$ cat config.mk
export PLATFORM = sky130hd
export DESIGN_NAME = excess5_frame_decoder
export DESIGN_NICKNAME = d
export VERILOG_FILES = /design/src/rtl/excess5_pkg.sv /design/src/rtl/excess5_digit_dec.sv /design/src/rtl/excess5_frame_decoder.sv
export SDC_FILE = /design/constraint.sdc
export NUM_CORES = 1
export LEC_CHECK = 0
export ABC_AREA = 0
export CORE_MARGIN = 2
export CORE_UTILIZATION = 60
export DETAILED_ROUTE_END_ITERATION = 16
export DONT_BUFFER_PORTS = 1
export PLACE_DENSITY = 0.81
export SLEW_MARGIN = 25
export SYNTH_ARGS = -nofsm -noshare
export SYNTH_HDL_FRONTEND = slang
export SYNTH_HIERARCHICAL = 1
export SYNTH_SLANG_ARGS = --single-unit
$ cat constraint.sdc
create_clock -name clk -period 1.95 [get_ports clk]
set_input_delay 0.39 -clock clk [delete_from_list [all_inputs] [get_ports clk]]
set_output_delay 0.39 -clock clk [all_outputs]
set_load 0.02 [all_outputs]
$ cat src/rtl/excess5_pkg.sv
// Shared constants and state encoding for the offset-5 digit receive path.
package excess5_pkg;

  localparam logic [3:0] CODE_OFFSET = 4'd5;
  localparam logic [3:0] CODE_MIN    = 4'd5;
  localparam logic [3:0] CODE_MAX    = 4'd14;

  typedef enum logic [1:0] {
    IDLE    = 2'd0,
    COLLECT = 2'd1,
    HOLD    = 2'd2
  } state_e;

endpackage

$ cat src/rtl/excess5_digit_dec.sv
// Combinational offset-5 to BCD digit decoder; the inverse of the digit encoder.
module excess5_digit_dec
  import excess5_pkg::*;
(
  input  logic [3:0] code,
  output logic [3:0] digit,
  output logic       illegal
);

  // Decode one code; out-of-range codes map to digit 0 and raise illegal.
  always_comb begin
    illegal = (code < CODE_MIN) || (code > CODE_MAX);
    if (illegal) begin
      digit = 4'd0;
    end else begin
      digit = code - CODE_OFFSET;
    end
  end

endmodule

$ cat src/rtl/excess5_frame_decoder.sv
// Collects offset-5 coded digits into a right-justified packed BCD frame and
// presents it with error/truncation flags and a saturating illegal-code count.
module excess5_frame_decoder
  import excess5_pkg::*;
#(
  parameter int DIGITS = 4,
  parameter int ERRW   = 8
) (
  input  logic                  clk,
  input  logic                  rst_n,
  input  logic                  in_valid,
  output logic                  in_ready,
  input  logic [3:0]            in_code,
  input  logic                  in_last,
  output logic                  out_valid,
  input  logic                  out_ready,
  output logic [4*DIGITS-1:0]   out_bcd,
  output logic [3:0]            out_ndigits,
  output logic                  out_err,
  output logic                  out_trunc,
  output logic [ERRW-1:0]       err_count,
  input  logic                  clear
);

  localparam int         W        = 4 * DIGITS;
  localparam logic [3:0] DIGITS_L = 4'(DIGITS);

  state_e          state_q, state_d;
  logic [W-1:0]    word_q, word_d;
  logic [3:0]      count_q, count_d;
  logic            err_q, err_d;
  logic            trunc_q, trunc_d;
  logic            valid_q, valid_d;
  logic            ready_q, ready_d;
  logic [ERRW-1:0] ecnt_q, ecnt_d;

  logic [3:0]      digit_s;
  logic            illegal_s;
  logic            accept_s;
  logic [3:0]      count_next_s;

  excess5_digit_dec u_dec (
    .code    (in_code),
    .digit   (digit_s),
    .illegal (illegal_s)
  );

  assign accept_s     = in_valid & ready_q;
  assign count_next_s = count_q + 4'd1;

  // Frame state machine: shift in digits, decide end of frame, release on handshake.
  always_comb begin
    state_d = state_q;
    word_d  = word_q;
    count_d = count_q;
    err_d   = err_q;
    trunc_d = trunc_q;
    case (state_q)
      IDLE, COLLECT: begin
        // IDLE holds word/count at zero, so one path serves the first digit too.
        if (accept_s) begin
          word_d  = (word_q << 4) | W'(digit_s);
          count_d = count_next_s;
          err_d   = err_q | illegal_s;
          if (in_last) begin
            state_d = HOLD;
            trunc_d = 1'b0;
          end else if (count_next_s == DIGITS_L) begin
            state_d = HOLD;
            trunc_d = 1'b1;
          end else begin
            state_d = COLLECT;
          end
        end else begin
          state_d = state_q;
        end
      end
      HOLD: begin
        if (out_ready) begin
          state_d = IDLE;
          word_d  = '0;
          count_d = 4'd0;
          err_d   = 1'b0;
          trunc_d = 1'b0;
        end else begin
          state_d = HOLD;
        end
      end
      default: begin
        state_d = IDLE;
        word_d  = '0;
        count_d = 4'd0;
        err_d   = 1'b0;
        trunc_d = 1'b0;
      end
    endcase
  end

  // Handshake flags follow the next state so they line up with the registered frame.
  always_comb begin
    valid_d = (state_d == HOLD);
    ready_d = (state_d != HOLD);
  end

  // Saturating illegal-code counter; clear takes priority over a same-cycle increment.
  always_comb begin
    if (clear) begin
      ecnt_d = '0;
    end else if (accept_s && illegal_s && (ecnt_q != {ERRW{1'b1}})) begin
      ecnt_d = ecnt_q + ERRW'(1);
    end else begin
      ecnt_d = ecnt_q;
    end
  end

  // State and output registers.
  always_ff @(posedge clk or negedge rst_n) begin
    if (!rst_n) begin
      state_q <= IDLE;
      word_q  <= '0;
      count_q <= 4'd0;
      err_q   <= 1'b0;
      trunc_q <= 1'b0;
      valid_q <= 1'b0;
      ready_q <= 1'b0;
      ecnt_q  <= '0;
    end else begin
      state_q <= state_d;
      word_q  <= word_d;
      count_q <= count_d;
      err_q   <= err_d;
      trunc_q <= trunc_d;
      valid_q <= valid_d;
      ready_q <= ready_d;
      ecnt_q  <= ecnt_d;
    end
  end

  assign in_ready    = ready_q;
  assign out_valid   = valid_q;
  assign out_bcd     = word_q;
  assign out_ndigits = count_q;
  assign out_err     = err_q;
  assign out_trunc   = trunc_q;
  assign err_count   = ecnt_q;

endmodule

==> results of run 1 <==
sequential cells by signal (all words and copies together), names as in the netlist:
| name | count |
|---|---|
| err_count | 8 |
| in_ready | 1 |
| out_bcd | 16 |
| out_err | 1 |
| out_ndigits | 4 |
| out_trunc | 1 |
| out_valid | 1 |
| state_q | 2 |
per-layer routing:
metal	vias up	track usage	wire [um]
li1	560	-	-
met5	-	0	0
met2	46	0.364	1650
met1	596	0.270	1410
met4	0	0.0680	23
met3	6	0.0968	233
area by class of cell:
type / instances / area share
multi-input combinational: 103 / 0.414
clock inverter: 3 / 0.0247
inverter: 3 / 0.00619
timing repair buffer: 9 / 0.0454
clock buffer: 5 / 0.0206
tap: 31 / 0.0213
sequential: 34 / 0.467
power by group:
group	total [uW]	switching [uW]	leakage, uW	internal, uW
sequential	1100	270	0.000456	832
combinational	398	222	0.000348	177
clock	513	244	0.0000374	269
total	2010	736	0.000842	1280
worst paths after layout:
path | to | slack, ns
setup / recovery | err_count[3] | 0.28
hold / removal | err_count[6] | 0.10
setup reg to reg | err_count[3] | 0.28
hold reg to reg | state_q[0] | 0.54
max in group asynchronous | out_bcd[0] | 1.26
min in group asynchronous | out_ndigits[3] | 0.51
stage by stage:
stage	hold WS (ns)	worst slack, ns	instances	instance area, um^2	total power, uW
after floorplan	0.0944	0.00538	146	1660	1390
after global placement	0.0952	0.0255	178	1710	1470
after detailed placement	0.0952	-0.0753	178	1710	1490
after CTS	0.0927	0.274	188	1820	2030
after global routing	0.0859	0.194	188	1820	2120
final	0.104	0.278	188	1820	2010
kinds of logic after synthesis:
logic type	share of synthesized area
AND/OR/NAND/NOR	0.162
flip-flops	0.515
buffers and inverters	0.0318
adder cells (fa/ha/maj)	0.0379
XOR/XNOR	0.0212
AO/OA/AOI/OAI	0.199
multiplexers	0.0326
placed cells by master, fill, tap and decap left out, drive strengths merged, types with 2 or more instances in the layout:
cell       n
buf        8
nand3      2
a21oi      3
clkinvlp   2
mux2       3
inv        3
xor2       3
ha         5
o21a       2
mux2i      2
dfrtp     34
nand4      2
and3       2
nor2b      2
o21ai      9
nor3       2
clkbuf     5
nor2      18
o31ai      3
nand3b     4
nand2     10
a22o      17
==> insert_results.sql, run 1 <==
INSERT INTO impl_metrics (metric_group, metric, value, unit) VALUES
('run_status', 'status', 'finished, final reports clean', ''),
('timing', 'sum_neg_setup_slack', '0', 'ns'),
('synth', 'postSynth.topFlopCell', 'sky130_fd_sc_hd__dfrtp_1', ''),
('synth', 'yosys.cell_count.top_type', 'sky130_fd_sc_hd__dfrtp_1', ''),
('floorplan', 'die_height', '56.5', 'um'),
('timing', 'finalMaxSlewViolations', '0', ''),
('clock_tree', 'cts_resized', '0', ''),
('critical_path', 'crit-reg2reg-launch', 'err_count[0]', ''),
('timing', 'finalCritPeriodShare', '0.857', ''),
('critical_path', 'timing_worst_setup_path_type', 'flop to flop', ''),
('timing', 'max-slew-margin-rel', '0.732', ''),
('synth', 'number_of_synthesized_flops_with_an_enable_pin', '0', ''),
('clock_tree', 'clock_sink_count', '34', ''),
('floorplan', 'core', '2690', 'um^2'),
('power', 'power.static_leakage', '0.000842', 'uW'),
('min_path', 'holdCritPathClass', 'primary input to flop', ''),
('layout', 'synthesis_to_finish_area_growth', '10.2', '%'),
('clock_tree', 'ctsRootBufferMaster', 'sky130_fd_sc_hd__clkbuf_4', ''),
('global_route', 'track_usage', '0.224', ''),
('floorplan', 'number_of_core_rows', '19', ''),
('timing', 'finalHoldViolCount', '0', ''),
('clock_tree', 'cts_post_setup_buffers_inserted', '0', ''),
('drt', 'routed_wire_length_per_instance', '17.6', 'um'),
('synth', 'synth_top_cells_by_count', '34 x sky130_fd_sc_hd__dfrtp_1, 17 x sky130_fd_sc_hd__a22o_1, 16 x sky130_fd_sc_hd__nor2_1', ''),
('floorplan', 'design.die.area', '3190', 'um^2'),
('critical_path', 'path_cells', 'ha_1 -> nand3_1 -> nor2_4 -> or4_1 -> a21oi_1', ''),
('layout', 'area_of_the_multi_input_gates', '754', 'um^2'),
('global_route', 'antenna_found_initial', '0', ''),
('timing', 'report.final.setup_viol', '0', ''),
('synth', 'synth_area_leaders', 'sky130_fd_sc_hd__dfrtp_1 52%, sky130_fd_sc_hd__a22o_1 9.0%, sky130_fd_sc_hd__ha_1 3.8%', ''),
('critical_path', 'timing.critical_path.fanout_max', '4', ''),
('synth', 'ys_seq_elements', '34', ''),
('drt', 'dr_vias', '1208', ''),
('global_route', 'wire_length_of_the_first_global_routing_pass', '5530', 'um'),
('clock_tree', 'cts.htree.levels', '2', ''),
('synth', 'async_flop_share', '1.00', ''),
('layout', 'insertedDiodeCount', '0', ''),
('job', 'drv.max_cap_violation_count', '0', ''),
('timing', 'fin_crit', '1.67', 'ns'),
('global_route', 'pin_count_of_the_biggest_net_entering_global_routing', '35', ''),
('floorplan', 'die_width', '56.5', 'um'),
('synth', 'synth_area_leader_cell', 'sky130_fd_sc_hd__dfrtp_1', ''),
('timing', 'clock-skew-final', '0.00710', 'ns'),
('synth', 'mappedNetlistNets', '161', ''),
('placement', 'port-buffer-count', '0', ''),
('global_route', 'number_of_global_route_vias_before_repair', '1234', ''),
('drt', 'drt_first_pass_iters', '4', ''),
('global_route', 'globalRouteOverflowTotal', '0', ''),
('drt', 'ant_nets', '0', ''),
('layout', 'layout.area.seq', '851', 'um^2'),
('layout', 'final_core_util', '0.678', ''),
('synth', 'avgSynthCellArea', '11.3', 'um^2'),
('placement', 'post-dp-hpwl', '2350', 'um'),
('synth', 'synth_seq_area_share', '0.515', ''),
('synth', 'synth_area', '1650', 'um^2'),
('floorplan', 'num_io_pins', '42', ''),
('critical_path', 'critPathLaunchType', 'flop', ''),
('power', 'ir_drop', '986', 'uV'),
('synth', 'synth_cell_type_count', '44', ''),
('critical_path', 'cp.required', '2.21', 'ns'),
('critical_path', 'max_stage_delay_on_crit_path', '0.51', 'ns'),
('power', 'ratio_of_total_power_to_cell_area', '1110', 'nW/um^2'),
('drt', 'detailedRoute.firstIterationViolations', '40', ''),
('synth', 'synth_top_cell_area_share', '0.515', ''),
('layout', 'design.final.nets', '171', ''),
('synth', 'yosysWarnings', '6', ''),
('critical_path', 'end_kind', 'flop', ''),
('layout', 'layout-drive-gt1-share', '0.178', ''),
('drt', 'drt-vias-per-instance', '6.43', ''),
('floorplan', 'start_util', '0.615', ''),
('critical_path', 'timing.critical_path.depth', '5', '');
No activity file was read; power rests on OpenSTA's default activity.
==> run 2: changes to the inputs <==
REMOVE_ABC_BUFFERS = 1   (was default)
==> run 2 against run 1 <==
- fmax is 4.6% lower
- critical path type unchanged
- non-clock buffer count is 1 lower
- combinational power is 5.5% lower
- sequential share of layout area is 0.85 points higher
- core utilization is 1.2 points lower
- clock-buffer cell count is 1 higher
- register-to-register slack worse by 0.08 ns
- largest power group unchanged
- first-iteration DRC count is 7.5% lower
- via count is 1.4% lower
- sequential cell count stayed put
- design area is 1.8% lower
- critical endpoint is now err_count[5]
==> insert_results.sql, run 2 (synthesized netlist as in run 1, its figures left out) <==
INSERT INTO impl_metrics (metric_group, metric, value, unit) VALUES
('drt', 'drt-vias-per-instance', '6.37', ''),
('drt', 'ant_nets', '0', ''),
('critical_path', 'timing.critical_path.fanout_max', '4', ''),
('min_path', 'holdCritPathClass', 'primary input to flop', ''),
('power', 'fin_total_pwr', '1890', 'uW'),
('floorplan', 'number_of_core_rows', '19', ''),
('floorplan', 'num_io_pins', '42', ''),
('global_route', 'groute.layer.met3.usage', '0.0760', ''),
('drt', 'wirelength', '3150', 'um'),
('clock_tree', 'clk_latency', '0.33', 'ns'),
('floorplan', 'start_util', '0.615', ''),
('global_route', 'globalRouteOverflowTotal', '0', ''),
('global_route', 'global_route.usage.met1', '0.276', ''),
('timing', 'whs', '0.111', 'ns'),
('layout', 'mostFrequentLayoutCell', 'sky130_fd_sc_hd__dfrtp_1', ''),
('clock_tree', 'ctsRootBufferMaster', 'sky130_fd_sc_hd__clkbuf_4', ''),
('placement', 'post-place-cells', '177', ''),
('critical_path', 'cp.required', '2.17', 'ns'),
('layout', 'largest_register_ffs', '16', ''),
('placement', 'post-dp-hpwl', '2240', 'um'),
('global_route', 'antenna_found_initial', '0', ''),
('floorplan', 'core', '2690', 'um^2'),
('global_route', 'track_usage', '0.224', ''),
('global_route', 'pin_count_of_the_biggest_net_entering_global_routing', '35', ''),
('run_status', 'status', 'finished, final reports clean', ''),
('floorplan', 'die_width', '56.5', 'um'),
('timing', 'report.final.setup_viol', '0', ''),
('global_route', 'number_of_global_route_vias_before_repair', '1210', ''),
('drt', 'dr_vias', '1191', ''),
('clock_tree', 'cts.htree.levels', '2', ''),
('layout', 'layout.cells.non_filler', '187', ''),
('layout', 'final_core_util', '0.666', ''),
('timing', 'fin_crit', '1.75', 'ns'),
('timing', 'grt_setup_unrepaired', 'no', ''),
('job', 'drv.max_cap_violation_count', '0', ''),
('clock_tree', 'cts_resized', '0', ''),
('layout', 'design.final.nets', '170', ''),
('global_route', 'busiest_layer', 'met2', ''),
('power', 'power.static_leakage', '0.000834', 'uW'),
('drt', 'routed_wire_length_per_instance', '16.8', 'um'),
('clock_tree', 'ctsLongestPathBuffers', '2', ''),
('clock_tree', 'clock_sink_count', '34', ''),
('drt', 'drc', '0', ''),
('layout', 'insertedDiodeCount', '0', ''),
('timing', 'max-slew-margin-rel', '0.717', ''),
('drt', 'drt_first_pass_iters', '4', ''),
('timing', 'maxClockFrequency', '570', 'MHz'),
('clock_tree', 'tritoncts', 'yes', ''),
('layout', 'layout.cells.most_common_list', '34 x sky130_fd_sc_hd__dfrtp_1, 17 x sky130_fd_sc_hd__a22o_1, 16 x sky130_fd_sc_hd__nor2_1, 9 x sky130_fd_sc_hd__nand2_1, 6 x sky130_fd_sc_hd__buf_4', ''),
('timing', 'finalMaxSlewViolations', '0', ''),
('critical_path', 'end_kind', 'flop', ''),
('critical_path', 'critPathLaunchType', 'flop', ''),
('critical_path', 'timing_worst_setup_path_type', 'flop to flop', ''),
('layout', 'synthesis_to_finish_area_growth', '8.26', '%'),
('global_route', 'wire_length_of_the_first_global_routing_pass', '5510', 'um'),
('global_route', 'groute.layer.met2.usage', '0.360', ''),
('layout', 'layout.filler_cells', '215', ''),
('critical_path', 'worst_ep_arrival_time', '1.98', 'ns'),
('clock_tree', 'clock_transition_time_at_the_flip_flop_clock_pins_of_the_worst_setup_and_hold_paths', '0.10', 'ns'),
('timing', 'finalCritPeriodShare', '0.899', ''),
('drt', 'detailedRoute.firstIterationViolations', '37', ''),
('placement', 'port-buffer-count', '0', ''),
('floorplan', 'design.die.area', '3190', 'um^2'),
('layout', 'layout-drive-gt1-share', '0.167', ''),
('clock_tree', 'cts_buffers', '5', ''),
('timing', 'finalHoldViolCount', '0', ''),
('placement', 'gp_congestion', '0.822', ''),
('floorplan', 'die_height', '56.5', 'um'),
('power', 'ir_drop', '863', 'uV'),
('timing', 'clock-skew-final', '0.00527', 'ns'),
('power', 'ratio_of_total_power_to_cell_area', '1060', 'nW/um^2'),
('timing', 'worst-slew-pin-transition', '0.425', 'ns');
run 2: cell count changes in the layout (fill, tap and decap cells not counted), sizes merged:
cell	previous run	this run
clkinvlp	2	1
clkinv	0	1
buf	8	7
clkbuf	5	6
bufinv	1	0
run 2: power breakdown:
group | internal, uW | leakage (uW) | switching, uW | total [uW]
registers | 832 | 0.000456 | 277 | 1110
clock network | 173 | 0.0000343 | 233 | 406
logic | 173 | 0.000344 | 203 | 376
run 2: worst paths after layout:
check / startpoint / to / slack (ns) / cells past startpoint
worst max-delay path: err_count[1] / err_count[5] / 0.20 / 5
worst min-delay path: clear / err_count[1] / 0.11 / 1
worst max register to register: err_count[1] / err_count[5] / 0.20 / 5
worst min register to register: state_q[0] / state_q[0] / 0.54 / 2
max in group asynchronous: rst_n / err_count[7] / 1.29 / 2
min in group asynchronous: rst_n / err_count[4] / 0.50 / 2
run 2: stage by stage:
step | TNS (ns) | setup slack (ns) | area (um^2)
4_1_cts | 0 | 0.222 | 1790
3_3_place_gp | -0.00311 | -0.00311 | 1690
5_1_grt | 0 | 0.136 | 1790
2_1_floorplan | -0.0125 | -0.0125 | 1610
3_5_place_dp | -0.162 | -0.115 | 1690
6_report | 0 | 0.197 | 1790
run 2: routing by layer:
layer	vias up	part of all wire	routed length [um]
met5	-	0	0
met4	0	0.0099	31
met3	5	0.080	251
met2	36	0.50	1570
met1	596	0.41	1290
li1	554	-	-
run 2: timing repair:
| item | 4_1_cts | 5_1_grt |
|---|---|---|
| setup endpoints to repair | 0 | 0 |
| buffers inserted | 0 | 0 |
| hold endpoints to repair | 34 | 0 |
| hold buffers | 2 | 0 |
run 2: critical path, stage by stage, from the launching register on:
cell                      delay (ns)
sky130_fd_sc_hd__dfrtp_1        0.50
sky130_fd_sc_hd__ha_1           0.28
sky130_fd_sc_hd__nand3_1        0.19
sky130_fd_sc_hd__nor2_4         0.05
sky130_fd_sc_hd__nor4_1         0.25
sky130_fd_sc_hd__mux2_2         0.38
run 2: area by class of cell:
type	instances	area [um^2]	area share
Clock buffer	6	51.3	0.0287
Inverter	3	11.3	0.00630
Clock inverter	2	12.5	0.00700
Timing Repair Buffer	8	75.1	0.0420
Sequential cell	34	851	0.476
Multi-Input combinational cell	103	748	0.418
Tap cell	31	38.8	0.0217
